--- config.mk ---
export PLATFORM = sky130hd
export DESIGN_NAME = axi4_burst_addr_gen
export DESIGN_NICKNAME = d
export VERILOG_FILES = /design/src/rtl/axi4_globals_pkg.sv /design/src/rtl/axi4_cmd_fifo.sv /design/src/rtl/axi4_burst_addr_gen.sv
export SDC_FILE = /design/constraint.sdc
export NUM_CORES = 1
export LEC_CHECK = 0
export CELL_PAD_IN_SITES_DETAIL_PLACEMENT = 0
export CELL_PAD_IN_SITES_GLOBAL_PLACEMENT = 2
export CORE_MARGIN = 3
export CORE_UTILIZATION = 44
export DETAILED_ROUTE_END_ITERATION = 16
export HOLD_SLACK_MARGIN = 0.03
export PLACE_DENSITY = 0.93
export SLEW_MARGIN = 5
export SYNTH_ARGS = -nofsm -noshare
export SYNTH_HDL_FRONTEND = slang
export SYNTH_HIERARCHICAL = 1
export SYNTH_SLANG_ARGS = --single-unit
--- constraint.sdc ---
create_clock -name aclk -period 17.4 [get_ports aclk]
set_input_delay 3.48 -clock aclk [delete_from_list [all_inputs] [get_ports aclk]]
set_output_delay 3.48 -clock aclk [all_outputs]
set_load 0.005 [all_outputs]
--- src/rtl/axi4_globals_pkg.sv ---
// Shared AXI4 definitions: default bus widths, burst/size encodings and the
// default-width burst command record used by the burst beat generator.
package axi4_globals_pkg;

    parameter int ADDRESS_WIDTH = 32;
    parameter int DATA_WIDTH    = 32;
    parameter int ID_WIDTH      = 16;
    localparam int STRB_WIDTH   = DATA_WIDTH / 8;

    typedef enum logic [1:0] {
        AXI_BURST_FIXED = 2'b00,
        AXI_BURST_INCR  = 2'b01,
        AXI_BURST_WRAP  = 2'b10,
        AXI_BURST_RSVD  = 2'b11
    } awburst_e;

    typedef enum logic [2:0] {
        AXI_SIZE_1B   = 3'd0,
        AXI_SIZE_2B   = 3'd1,
        AXI_SIZE_4B   = 3'd2,
        AXI_SIZE_8B   = 3'd3,
        AXI_SIZE_16B  = 3'd4,
        AXI_SIZE_32B  = 3'd5,
        AXI_SIZE_64B  = 3'd6,
        AXI_SIZE_128B = 3'd7
    } awsize_e;

    // Default-width burst command; parametrised users build the same layout
    // with their own widths.
    typedef struct packed {
        logic [ID_WIDTH-1:0]      id;
        logic [ADDRESS_WIDTH-1:0] addr;
        logic [7:0]               len;
        awsize_e                  size;
        awburst_e                 burst;
    } axi4_burst_cmd_s;

endpackage

--- src/rtl/axi4_cmd_fifo.sv ---
// Synchronous command FIFO for burst commands. DEPTH must be a power of two
// so the read/write pointers wrap naturally.
module axi4_cmd_fifo
    import axi4_globals_pkg::*;
#(
    parameter type cmd_t = axi4_burst_cmd_s,
    parameter int  DEPTH = 4
) (
    input  logic                     aclk,
    input  logic                     aresetn,
    input  logic                     push,
    input  cmd_t                     push_data,
    input  logic                     pop,
    output cmd_t                     pop_data,
    output logic                     full,
    output logic                     empty,
    output logic [$clog2(DEPTH):0]   count
);

    localparam int PTR_W = $clog2(DEPTH);
    localparam int CNT_W = PTR_W + 1;

    cmd_t             mem [DEPTH];
    logic [PTR_W-1:0] wr_ptr;
    logic [PTR_W-1:0] rd_ptr;
    logic             do_push;
    logic             do_pop;

    assign do_push  = push && !full;
    assign do_pop   = pop && !empty;
    assign full     = (count == CNT_W'(DEPTH));
    assign empty    = (count == '0);
    assign pop_data = mem[rd_ptr];

    // Storage write.
    // NOTE: the storage array has no reset; only pointers and count define
    // which entries are valid, so clearing the data would be wasted logic.
    always_ff @(posedge aclk) begin
        if (do_push) begin
            mem[wr_ptr] <= push_data;
        end
    end

    // Pointer and occupancy bookkeeping; push and pop together keep count.
    // NOTE: sequential state uses non-blocking assignments so every register
    // samples pre-edge values regardless of statement order.
    always_ff @(posedge aclk) begin
        if (!aresetn) begin
            wr_ptr <= '0;
            rd_ptr <= '0;
            count  <= '0;
        end else begin
            if (do_push) wr_ptr <= wr_ptr + PTR_W'(1);
            if (do_pop)  rd_ptr <= rd_ptr + PTR_W'(1);
            count <= count + CNT_W'(do_push) - CNT_W'(do_pop);
        end
    end

endmodule

--- src/rtl/axi4_burst_addr_gen.sv ---
// AXI4 burst beat generator: buffers burst commands and expands each into
// per-beat address, strobe, index and last flag for FIXED/INCR/WRAP bursts.
// Optional build macro AXI4_4KB_BOUNDARY_CHECK_EN flags INCR bursts that
// cross a 4KB page as erroneous.
module axi4_burst_addr_gen #(
    parameter int ADDRESS_WIDTH = axi4_globals_pkg::ADDRESS_WIDTH,
    parameter int DATA_WIDTH    = axi4_globals_pkg::DATA_WIDTH,
    parameter int ID_WIDTH      = axi4_globals_pkg::ID_WIDTH,
    parameter int CMD_DEPTH     = 4
) (
    input  logic                       aclk,
    input  logic                       aresetn,
    input  logic                       cmd_valid,
    output logic                       cmd_ready,
    input  logic [ID_WIDTH-1:0]        cmd_id,
    input  logic [ADDRESS_WIDTH-1:0]   cmd_addr,
    input  logic [7:0]                 cmd_len,
    input  logic [2:0]                 cmd_size,
    input  logic [1:0]                 cmd_burst,
    output logic                       beat_valid,
    input  logic                       beat_ready,
    output logic [ID_WIDTH-1:0]        beat_id,
    output logic [ADDRESS_WIDTH-1:0]   beat_addr,
    output logic [DATA_WIDTH/8-1:0]    beat_strb,
    output logic [7:0]                 beat_index,
    output logic                       beat_last,
    output logic                       beat_err,
    output logic                       busy
);
    import axi4_globals_pkg::*;

    localparam int BEAT_BYTES = DATA_WIDTH / 8;
    localparam int CNT_W      = $clog2(CMD_DEPTH) + 1;

    typedef logic [ADDRESS_WIDTH-1:0] addr_t;
    typedef logic [BEAT_BYTES-1:0]    strb_t;

    typedef struct packed {
        logic [ID_WIDTH-1:0] id;
        addr_t               addr;
        logic [7:0]          len;
        awsize_e             size;
        awburst_e            burst;
    } cmd_t;

    typedef enum logic {ST_IDLE = 1'b0, ST_BURST = 1'b1} state_e;

    // Any condition that makes the whole burst answer with SLVERR.
    function automatic logic cmd_is_bad(input cmd_t c);
        int   b;
        logic bad;
        b   = 1 << c.size;
        bad = 1'b0;
        if (c.burst == AXI_BURST_RSVD) bad = 1'b1;
        if (b > BEAT_BYTES)            bad = 1'b1;
        if (c.burst == AXI_BURST_WRAP) begin
            if (!(c.len inside {8'd1, 8'd3, 8'd7, 8'd15}))  bad = 1'b1;
            if ((c.addr & addr_t'(b - 1)) != '0)            bad = 1'b1;
        end
        if (c.burst == AXI_BURST_FIXED && c.len > 8'd15) bad = 1'b1;
`ifdef AXI4_4KB_BOUNDARY_CHECK_EN
        if (c.burst == AXI_BURST_INCR) begin : page_chk
            addr_t last_byte;
            last_byte = (c.addr & ~addr_t'(b - 1))
                      + addr_t'((32'(c.len) + 32'd1) * 32'(b)) - addr_t'(1);
            if ((last_byte >> 12) != (c.addr >> 12)) bad = 1'b1;
        end
`endif
        return bad;
    endfunction

    // Lanes from the beat's own byte offset up to the end of its aligned beat.
    function automatic strb_t lane_mask(input addr_t a, input awsize_e size);
        int    b, lo, hi;
        strb_t m;
        b  = 1 << size;
        lo = int'(a & addr_t'(BEAT_BYTES - 1));
        hi = (lo & ~(b - 1)) + b - 1;
        for (int k = 0; k < BEAT_BYTES; k++) begin
            m[k] = (k >= lo) && (k <= hi);
        end
        return m;
    endfunction

    // Address of the beat following cur.
    function automatic addr_t next_addr(input addr_t cur, input awsize_e size,
                                        input awburst_e burst, input addr_t lower,
                                        input addr_t wrap_bytes);
        addr_t b, nxt;
        b = addr_t'(1) << size;
        case (burst)
            AXI_BURST_INCR: nxt = (cur & ~(b - addr_t'(1))) + b;
            AXI_BURST_WRAP: begin
                nxt = cur + b;
                if (nxt == lower + wrap_bytes) nxt = lower;
            end
            default:        nxt = cur;
        endcase
        return nxt;
    endfunction

    state_e           state;
    cmd_t             push_cmd, head;
    logic             fifo_full, fifo_empty, push, pop, beat_fire;
    logic [CNT_W-1:0] fifo_count, count_next;
    logic [7:0]       act_len;
    awsize_e          act_size;
    awburst_e         act_burst;
    addr_t            act_lower, act_wrap_bytes;
    logic             head_bad;
    strb_t            head_strb, adv_strb;
    addr_t            head_wrap_bytes, head_lower, adv_addr;

    assign push_cmd   = '{id: cmd_id, addr: cmd_addr, len: cmd_len,
                          size: awsize_e'(cmd_size), burst: awburst_e'(cmd_burst)};
    assign push       = cmd_valid && cmd_ready;
    assign beat_fire  = beat_valid && beat_ready;
    assign pop        = !fifo_empty && ((state == ST_IDLE) || (beat_fire && beat_last));
    assign count_next = fifo_count + CNT_W'(push) - CNT_W'(pop);

    axi4_cmd_fifo #(
        .cmd_t (cmd_t),
        .DEPTH (CMD_DEPTH)
    ) u_cmd_fifo (
        .aclk      (aclk),
        .aresetn   (aresetn),
        .push      (push),
        .push_data (push_cmd),
        .pop       (pop),
        .pop_data  (head),
        .full      (fifo_full),
        .empty     (fifo_empty),
        .count     (fifo_count)
    );

    // Decode the FIFO head for loading and compute the next beat of the active burst.
    // NOTE: every variable here is assigned on every pass, so no latch is inferred.
    always_comb begin
        head_bad        = cmd_is_bad(head);
        head_wrap_bytes = addr_t'((32'(head.len) + 32'd1) << head.size);
        head_lower      = head.addr & ~(head_wrap_bytes - addr_t'(1));
        head_strb       = head_bad ? '0 : lane_mask(head.addr, head.size);
        adv_addr        = next_addr(beat_addr, act_size, act_burst, act_lower, act_wrap_bytes);
        adv_strb        = lane_mask(adv_addr, act_size);
    end

    // Burst FSM with registered beat outputs; cmd_ready is registered from
    // the next occupancy so it stays low during reset and has no pass-through.
    always_ff @(posedge aclk) begin
        if (!aresetn) begin
            state          <= ST_IDLE;
            cmd_ready      <= 1'b0;
            busy           <= 1'b0;
            beat_valid     <= 1'b0;
            beat_id        <= '0;
            beat_addr      <= '0;
            beat_strb      <= '0;
            beat_index     <= '0;
            beat_last      <= 1'b0;
            beat_err       <= 1'b0;
            act_len        <= '0;
            act_size       <= AXI_SIZE_1B;
            act_burst      <= AXI_BURST_FIXED;
            act_lower      <= '0;
            act_wrap_bytes <= '0;
        end else begin
            cmd_ready <= (count_next != CNT_W'(CMD_DEPTH));
            busy      <= (fifo_count != '0) || (state != ST_IDLE);
            if (pop) begin
                state          <= ST_BURST;
                beat_valid     <= 1'b1;
                beat_id        <= head.id;
                beat_addr      <= head.addr;
                beat_strb      <= head_strb;
                beat_index     <= 8'd0;
                beat_last      <= (head.len == 8'd0);
                beat_err       <= head_bad;
                act_len        <= head.len;
                act_size       <= head.size;
                act_burst      <= head.burst;
                act_lower      <= head_lower;
                act_wrap_bytes <= head_wrap_bytes;
            end else if (beat_fire) begin
                if (beat_last) begin
                    state      <= ST_IDLE;
                    beat_valid <= 1'b0;
                end else begin
                    beat_index <= beat_index + 8'd1;
                    beat_last  <= ((beat_index + 8'd1) == act_len);
                    // Erroneous bursts keep the command address and empty strobe.
                    if (!beat_err) begin
                        beat_addr <= adv_addr;
                        beat_strb <= adv_strb;
                    end
                end
            end
        end
    end

endmodule
==> flow_summary.json, run 1 <==
{
  "detail-route-antenna-nets": 0,
  "r2r_setup_slack_ps": 9780,
  "post-cts-setup-buffers": 0,
  "grt_start_max_net_pins": 83,
  "yosys.area.top_type_share_pct": 35.0,
  "required_ps": 17850,
  "netlist_instances": 1903,
  "ys_warn_count": 6,
  "cts_num_sinks": 379,
  "synthTopCellsByArea": "edfxtp_1 35%, dfxtp_1 13%, mux4_2 6.7%",
  "drt-pass1-iter-count": 6,
  "syn_avg_cell_area_sq_um": 11.0,
  "chipWidth_um": 224,
  "r2r-end": "beat_strb[1]",
  "nets": 2131,
  "syn_area_sq_mm": 0.0209,
  "min-delay-start": "beat_id[10]",
  "status": "completed",
  "insertion_delay_ps": 570,
  "grt_usage_pct": 22.8,
  "grt_overflow": 0,
  "cts_max_path_buffers": 3,
  "placed_area_sq_mm": 0.0225,
  "fin_crit_ps": 7670,
  "cts_tree": "yes",
  "grt_pass1_wl_mm": 89.5,
  "arrival_ps": 8120,
  "num_rows": 79,
  "grt_pass1_vias": 15191,
  "cts_root_buf": "clkbuf_16",
  "synth-seq-area-share_pct": 48.0,
  "seqPwrFrac_pct": 32.1,
  "htreeDepth": 2,
  "critical_path_class": "input pin to register",
  "hpwl_mm": 41.0,
  "num-fill-cells": 4115,
  "synth_edf_count": 244,
  "p_clk_share_pct": 21.8,
  "r2r-start": "act_size[2]",
  "finalSetupTns_ps": 0,
  "post-route-cell-area_sq_mm": 0.0240,
  "relSlewSlack_pct": 10.1,
  "p_per_area_mw_per_mm2": 175,
  "period_share_pct": 44.1,
  "seq_area_sq_mm": 0.0100,
  "p_int_uw": 2510,
  "drc_errors": 0,
  "worst-slew-pin-transition_ps": 1340,
  "die_h_um": 224,
  "critPathMaxFanout": 36,
  "syn_to_final_growth_pct": 14.6,
  "p_sw_share_pct": 39.9,
  "vias_per_cell": 5.85,
  "place_congestion": 0.915,
  "synth_cell_types": 88,
  "holdPathEnd": "beat_id[10]",
  "yosys.cell_count.top_type": "edfxtp_1",
  "finalSetupViolCount": 0,
  "synthTopCellsByCount": "244 x edfxtp_1, 226 x nand2_1, 135 x dfxtp_1, 108 x nor2_1, 102 x o21ai_0",
  "synth_seq_cells": 379,
  "multi_input_area_sq_mm": 0.0101,
  "power.switching_uw": 1670,
  "vias": 15373,
  "synth_fp_nets": 2049,
  "synth-async-reset-ratio_pct": 0,
  "routed_wl_mm": 57.4,
  "start_util_pct": 44.7,
  "fmax_mhz": 130,
  "drive_gt1_share_pct": 9.12,
  "rsz0062_at_grt": "no",
  "grt_antenna_before_repair": 0,
  "ys.flop_type": "edfxtp_1",
  "pwr-share-comb_pct": 46.1,
  "hp-class": "register to register",
  "cp-end-kind": "register",
  "hold_path_depth": 2,
  "dieArea_sq_mm": 0.0502,
  "cts_buffers": 41,
  "drtIter0Drc": 1370,
  "design.core.area_sq_mm": 0.0468,
  "final-hold-violation-count": 0,
  "post_cts_resized": 0,
  "drv_cap": 0,
  "clock_skew_ps": 23.4,
  "wire_per_inst_um": 21.8,
  "rr_worst_depth": 33,
  "io_pins": 130,
  "drv_slew": 0,
  "yosys.area.top_type": "edfxtp_1",
  "ir_drop_v": 0.000103,
  "io_buffers": 129,
  "final_util_pct": 51.3,
  "clk_pin_slew_ps": 70,
  "p_leak_uw": 0.00829,
  "worstSetupStartpointType": "input pin",
  "hold_buffers": 0
}
[through the flow]
stage / setup WS (ps) / total power [uW] / instances / hold WS, ps
after floorplan: 11100 / 2690 / 1903 / 441
after global placement: 9310 / 3260 / 2549 / 454
after detailed placement: 9300 / 3270 / 2549 / 460
after CTS: 9890 / 4190 / 2625 / 471
after global routing: 9040 / 4460 / 2625 / 499
final: 9730 / 4180 / 2626 / 467
[registers in the layout, indices dropped and copies added (netlist names), named ones only]
register / count
beat_addr: 32
act_wrap_bytes: 16
beat_id: 16
beat_index: 8
u_cmd_fifo/rd_ptr: 2
u_cmd_fifo/wr_ptr: 2
busy: 1
u_cmd_fifo/mem: 244
state: 1
act_len: 8
u_cmd_fifo/count: 3
act_burst: 2
act_lower: 32
cmd_ready: 1
beat_err: 1
beat_strb: 4
act_size: 3
beat_last: 1
[metal layers]
metal	vias up	global-route usage, %	share of wire [%]
met4	0	7.37	2.8
met3	86	3.83	6.6
met1	7582	32.4	45
met2	515	35.7	46
met5	-	0	0
li1	7190	-	-
[cell families after synthesis]
family	share of synthesized area, %
AND/OR/NAND/NOR	13.7
AO/OA/AOI/OAI	13.7
flip-flops	48.0
buffers and inverters	3.70
XOR/XNOR	7.10
multiplexers	8.76
adder cells (fa/ha/maj)	5.03
[critical path, cell delays in order]
cell	delay, ps
clkdlybuf4s50_1	420
a21boi_0	230
or2_2	150
buf_4	350
clkinv_2	610
nor3_1	1270
nand3_1	1060
o221ai_1	500
[cell usage in the layout, fill, tap and decap left out, drive strengths merged, types with 9 or more instances in the layout]
cell,netlist,final
nand2,227,227
ha,76,76
and3,14,14
a21oi,74,74
nor3,32,32
xor2,58,58
nor2,108,108
clkinv,1,17
xnor2,96,96
o21a,10,10
nand2b,23,23
o211ai,21,21
clkbuf,67,52
nor4,16,16
o21ai,109,109
dfxtp,135,135
o21bai,11,11
nand4,22,22
a21boi,52,52
nand3,60,60
a22o,43,43
buf,36,15
a22oi,22,22
a21o,9,9
and2,27,27
nor2b,16,16
inv,60,60
edfxtp,244,244
a211oi,10,10
nor3b,9,9
or2,9,9
mux4,64,64
clkdlybuf4s50,0,128
mux2i,30,30
[area by class of cell]
cell class / count / share of cell area (%)
multi-input combinational: 1359 / 42.2
sequential: 379 / 41.9
clock inverter: 24 / 1.28
clock buffer: 52 / 4.67
tap: 607 / 3.17
timing repair buffer: 143 / 5.82
inverter: 61 / 0.961
antenna: 1 / 0.0104
[worst max path at each step]
stage	slack, ps	to	depth (start not counted)	from
4_1_cts	9890	beat_strb[1]	33	act_size[2]
6_report	9730	beat_addr[14]	8	beat_ready
3_5_place_dp	9300	beat_addr[14]	8	beat_ready
3_3_place_gp	9310	beat_addr[14]	8	beat_ready
2_1_floorplan	11100	u_cmd_fifo/count[2]	14	beat_ready
5_1_grt	9040	beat_strb[1]	33	act_size[0]
[power groups by stage]
| stage | clock network (uW) | logic [uW] | registers [uW] |
|---|---|---|---|
| after global placement | 0 | 1910 | 1350 |
| final | 910 | 1930 | 1340 |
| after floorplan | 0 | 1450 | 1240 |
| after CTS | 928 | 1930 | 1340 |
| after detailed placement | 0 | 1910 | 1360 |
| after global routing | 964 | 2130 | 1360 |
(Power assumes the default switching activity.)
==> inputs of run 2 (changes only) <==
CORE_UTILIZATION = 37   (was 44)
PLACE_DENSITY = 0.84   (was 0.93)
clock period = 6.6 ns   (was 17.4 ns; I/O delays follow)
==> flow_summary.json, run 2 (synthesis gave the netlist of run 1 again) <==
{
  "status": "completed",
  "dieArea_sq_mm": 0.0594,
  "diodes": 0,
  "syn_to_final_growth_pct": 18.7,
  "hp-class": "register to register",
  "r2r-start": "act_lower[6]",
  "fin_crit_ps": 6260,
  "cp.depth": 30,
  "p_per_area_mw_per_mm2": 459,
  "worstSetupStartpointType": "register",
  "required_ps": 7000,
  "grt_pass1_wl_mm": 92.9,
  "nets": 2191,
  "cts_num_sinks": 379,
  "cts_root_buf": "clkbuf_16",
  "htreeDepth": 2,
  "drc_errors": 0,
  "io_buffers": 129,
  "vias_per_cell": 5.46,
  "cp_num_buf_inv": 0,
  "cts_buffers": 43,
  "hpwl_mm": 44.1,
  "clock_skew_ps": 33.2,
  "r2r_setup_slack_ps": 340,
  "rr_worst_depth": 30,
  "design.core.area_sq_mm": 0.0555,
  "num_rows": 86,
  "detail-route-antenna-nets": 0,
  "slowest_delay_ps": 420,
  "drv_slew": 0,
  "drtIter0Drc": 1224,
  "finalPower_uw": 11400,
  "vias": 15437,
  "chipWidth_um": 244,
  "place_congestion": 0.906,
  "cp-end-kind": "register",
  "top_register": "u_cmd_fifo/mem",
  "r2r-end": "beat_strb[1]",
  "ir_drop_v": 0.000276,
  "largestRegisters": "u_cmd_fifo/mem: 244 flops, act_lower: 32 flops, beat_addr: 32 flops",
  "drv_cap": 0,
  "grt_antenna_before_repair": 2,
  "critPathCapture": "beat_strb[1]",
  "period_share_pct": 94.8,
  "stdcell_count": 2827,
  "wire_per_inst_um": 21.4,
  "relSlewSlack_pct": 28.9,
  "grt_pass1_vias": 15340,
  "critical_path_class": "register to register",
  "drt-pass1-iter-count": 5,
  "critPathMaxFanout": 5,
  "grt_start_max_net_pins": 61,
  "layout_common_cells": "244 x edfxtp_1, 225 x nand2_1, 131 x dfxtp_1",
  "io_pins": 130,
  "cts_max_path_buffers": 3,
  "insertion_delay_ps": 570,
  "grt_overflow": 0,
  "placed_cells": 2736,
  "hold_buffers": 0,
  "worst-slew-pin-transition_ps": 1070,
  "start_util_pct": 37.7,
  "setup.worst_path.start": "act_lower[6]",
  "routed_wl_mm": 60.5,
  "final_common_cell": "edfxtp_1",
  "largest_reg_flops": 244,
  "p_leak_uw": 0.00860,
  "cts_tree": "yes",
  "finalSetupViolCount": 0,
  "die_h_um": 244,
  "arrival_ps": 6660,
  "path_delay_family": "compound AO/OA/AOI/OAI gates",
  "grt_usage_pct": 20.0,
  "slowest_stage": "a41oi_1",
  "fmax_mhz": 160,
  "drive_gt1_share_pct": 13.4,
  "final-hold-violation-count": 0,
  "clk_pin_slew_ps": 60
}
## run 2: cell count changes in the layout (fill, tap and decap cells not counted), sizes merged
cell,change
buf,+58
bufinv,-1
clkbuf,-3
clkinvlp,+1
diode,-1
inv,+6
## run 2: worst min path at each step
stage                             start             to  slack, ps  cells past startpoint
after floorplan           act_lower[31]  act_lower[31]        440                      2
after global placement       beat_id[4]     beat_id[4]        450                      2
after detailed placement     beat_id[9]     beat_id[9]        460                      2
after CTS                   beat_id[15]    beat_id[15]        470                      2
after global routing        beat_id[15]    beat_id[15]        490                      2
final                       beat_id[15]    beat_id[15]        460                      2
## run 2: repair_timing
| item | CTS | global route |
|---|---|---|
| hold endpoints to repair | 0 | 0 |
| gates resized for setup | 0 | 52 |
| buffers inserted | 0 | 12 |
| setup endpoints to repair | 0 | 3 |
## run 2: area by class of cell
cell class,count,area (sq um)
Fill cell,5251,30700
Clock buffer,49,1130
Multi-Input combinational cell,1359,10300
Sequential cell,379,10000
Inverter,61,234
Clock inverter,30,322
Tap cell,748,936
Timing Repair Buffer,201,1840
## run 2: power breakdown
part | switching [uW] | leakage [uW] | internal, uW
clock network | 1010 | 0.000710 | 1440
registers | 509 | 0.00332 | 2970
logic | 3090 | 0.00458 | 2390
## run 2: worst min-delay path, delay by kind of cell, from the launching register on
family / cells / cell delay [ps]
AO/OA/AOI/OAI: 1 / 70
flip-flops: 1 / 310
AND/OR/NAND/NOR: 1 / 40
## run 2: per-stage QoR
step | util (%) | hold slack (ps) | area [sq um] | setup TNS (ps) | setup WS, ps
after floorplan | - | 441 | 20900 | 0 | 299
after global placement | 41.5 | 453 | 23100 | 0 | 253
after detailed placement | 41.5 | 460 | 23100 | 0 | 76.7
after CTS | 44.1 | 470 | 24500 | 0 | 54.2
after global routing | 44.7 | 494 | 24800 | -59.4 | -59.4
final | 44.7 | 465 | 24800 | 0 | 342
## run 2: metal layers
metal / up-vias / GRT usage (%) / share of wire, %
li1: 7318 / - / -
met4: 2 / 6.03 / 2.7
met3: 92 / 3.75 / 6.0
met5: - / 0 / 0.021
met1: 7591 / 27.2 / 45
met2: 434 / 32.5 / 47
==> inputs of run 3 (changes only) <==
PLACE_DENSITY = default   (was 0.84)
PLACE_DENSITY_LB_ADDON = 0.1   (was default)
==> flow_summary.json, run 3 (synthesis gave the netlist of run 1 again) <==
{
  "slowest_delay_ps": 460,
  "cts_root_buf": "clkbuf_16",
  "grt_pass1_wl_mm": 96.2,
  "critical_path_class": "register to register",
  "cp-end-kind": "register",
  "die_h_um": 244,
  "stdcell_count": 2830,
  "rr_worst_depth": 35,
  "critPathMaxFanout": 7,
  "slowest_stage": "or4b_1",
  "num_rows": 86,
  "design.core.area_sq_mm": 0.0555,
  "cts_buffers": 44,
  "finalSetupViolCount": 0,
  "grt_antenna_before_repair": 4,
  "highest_layer": "met5",
  "wl_met3_mm": 2.80,
  "hpwl_mm": 45.4,
  "hold_path_depth": 2,
  "largest_reg_flops": 244,
  "cts_num_sinks": 379,
  "vias": 15257,
  "worst-slew-pin-transition_ps": 958,
  "ir_drop_v": 0.000267,
  "drv_slew": 0,
  "arrival_ps": 6570,
  "holdPathEnd": "beat_id[6]",
  "drt-pass1-iter-count": 5,
  "vias_per_cell": 5.39,
  "p_leak_uw": 0.00861,
  "layout_common_cells": "244 x edfxtp_1, 226 x nand2_1, 130 x dfxtp_1",
  "grt_usage_pct": 21.0,
  "top_register": "u_cmd_fifo/mem",
  "hold_buffers": 0,
  "status": "completed",
  "cts_max_path_buffers": 3,
  "start_util_pct": 37.7,
  "grt_pass1_vias": 15382,
  "clock_skew_ps": 18.1,
  "hp-class": "register to register",
  "finalPower_uw": 11400,
  "io_buffers": 129,
  "io_pins": 130,
  "routed_wl_mm": 62.5,
  "relSlewSlack_pct": 36.1,
  "crit_top_cell": "nor2_1",
  "r2r_setup_slack_ps": 440,
  "wl_met2_mm": 29.4,
  "p_per_area_mw_per_mm2": 460,
  "fmax_mhz": 162,
  "clk_pin_slew_ps": 60,
  "min-delay-start": "beat_id[6]",
  "htreeDepth": 2,
  "required_ps": 7010,
  "placed_cells": 2742,
  "nets": 2192,
  "grt_overflow": 0,
  "r2r-start": "act_size[2]",
  "final-hold-violation-count": 0,
  "largestRegisters": "u_cmd_fifo/mem: 244 flops, act_lower: 32 flops, beat_addr: 32 flops",
  "grt_start_max_net_pins": 80,
  "period_share_pct": 93.3,
  "syn_to_final_growth_pct": 19.0,
  "cts_tree": "yes",
  "chipWidth_um": 244,
  "drive_gt1_share_pct": 13.7,
  "detail-route-antenna-nets": 0,
  "wire_per_inst_um": 22.1,
  "r2r-end": "beat_strb[1]",
  "place_congestion": 0.886,
  "fin_crit_ps": 6160,
  "insertion_delay_ps": 580,
  "final_common_cell": "edfxtp_1",
  "drv_cap": 0,
  "worstSetupStartpointType": "register",
  "drtIter0Drc": 890,
  "setup.worst_path.start": "act_size[2]",
  "drc_errors": 0,
  "wl_met1_mm": 28.8,
  "dieArea_sq_mm": 0.0594
}
## run 3: worst max-delay path by stage
stage                         to  slack, ps  depth (start not counted)
finish              beat_strb[1]        440                         35
global route        beat_strb[1]        -60                         35
CTS                 beat_strb[1]         70                         33
detailed placement  beat_strb[1]         30                         34
global placement    beat_strb[1]        160                         34
floorplan           beat_strb[1]        300                         38
## run 3: per-layer routing
metal	up-vias	track usage, %
met5	-	0
met4	4	5.15
met3	79	3.33
met2	309	34.2
met1	7545	29.3
li1	7320	-
## run 3: metrics by stage
step                      hold WS [ps]  TNS [ps]  util (%)  setup WS [ps]  cell area, sq um
after floorplan                    441         0         -            299             20900
after global placement             457         0      41.6            165             23100
after detailed placement           463         0      41.6           26.2             23100
after CTS                          473         0      44.3           72.1             24600
after global routing               497     -62.0      44.8          -62.0             24900
final                              466         0      44.8            443             24900
## run 3: cell type report
class	instances	area [sq um]
fill	5285	30600
multi-input combinational	1359	10400
sequential	379	10000
timing repair buffer	201	1830
clock buffer	55	1170
tap	748	936
clock inverter	25	314
inverter	61	233
antenna	2	5.00
## run 3: critical path, delay by kind of cell, from the launching register on
kind | cells | cell delay (ps)
compound gates | 13 | 2080
xor+xnor | 2 | 290
fa+ha+maj | 3 | 770
buf+inv | 3 | 350
flops | 1 | 360
simple gates | 14 | 2140
## run 3: report_power, final
group	internal [uW]	switching, uW	leakage, uW
registers	2980	496	0.00332
logic	2370	3120	0.00458
clock network	1460	1020	0.000711
total	6810	4640	0.00861
## run 3: what timing repair did
| item | in CTS | in global routing |
|---|---|---|
| setup buffers | 0 | 6 |
| cloned | 0 | 0 |
| gates resized for setup | 1 | 58 |
| pin swaps | 0 | 18 |
| endpoints found under the setup margin | 1 | 3 |
| endpoints found under the hold margin | 0 | 0 |
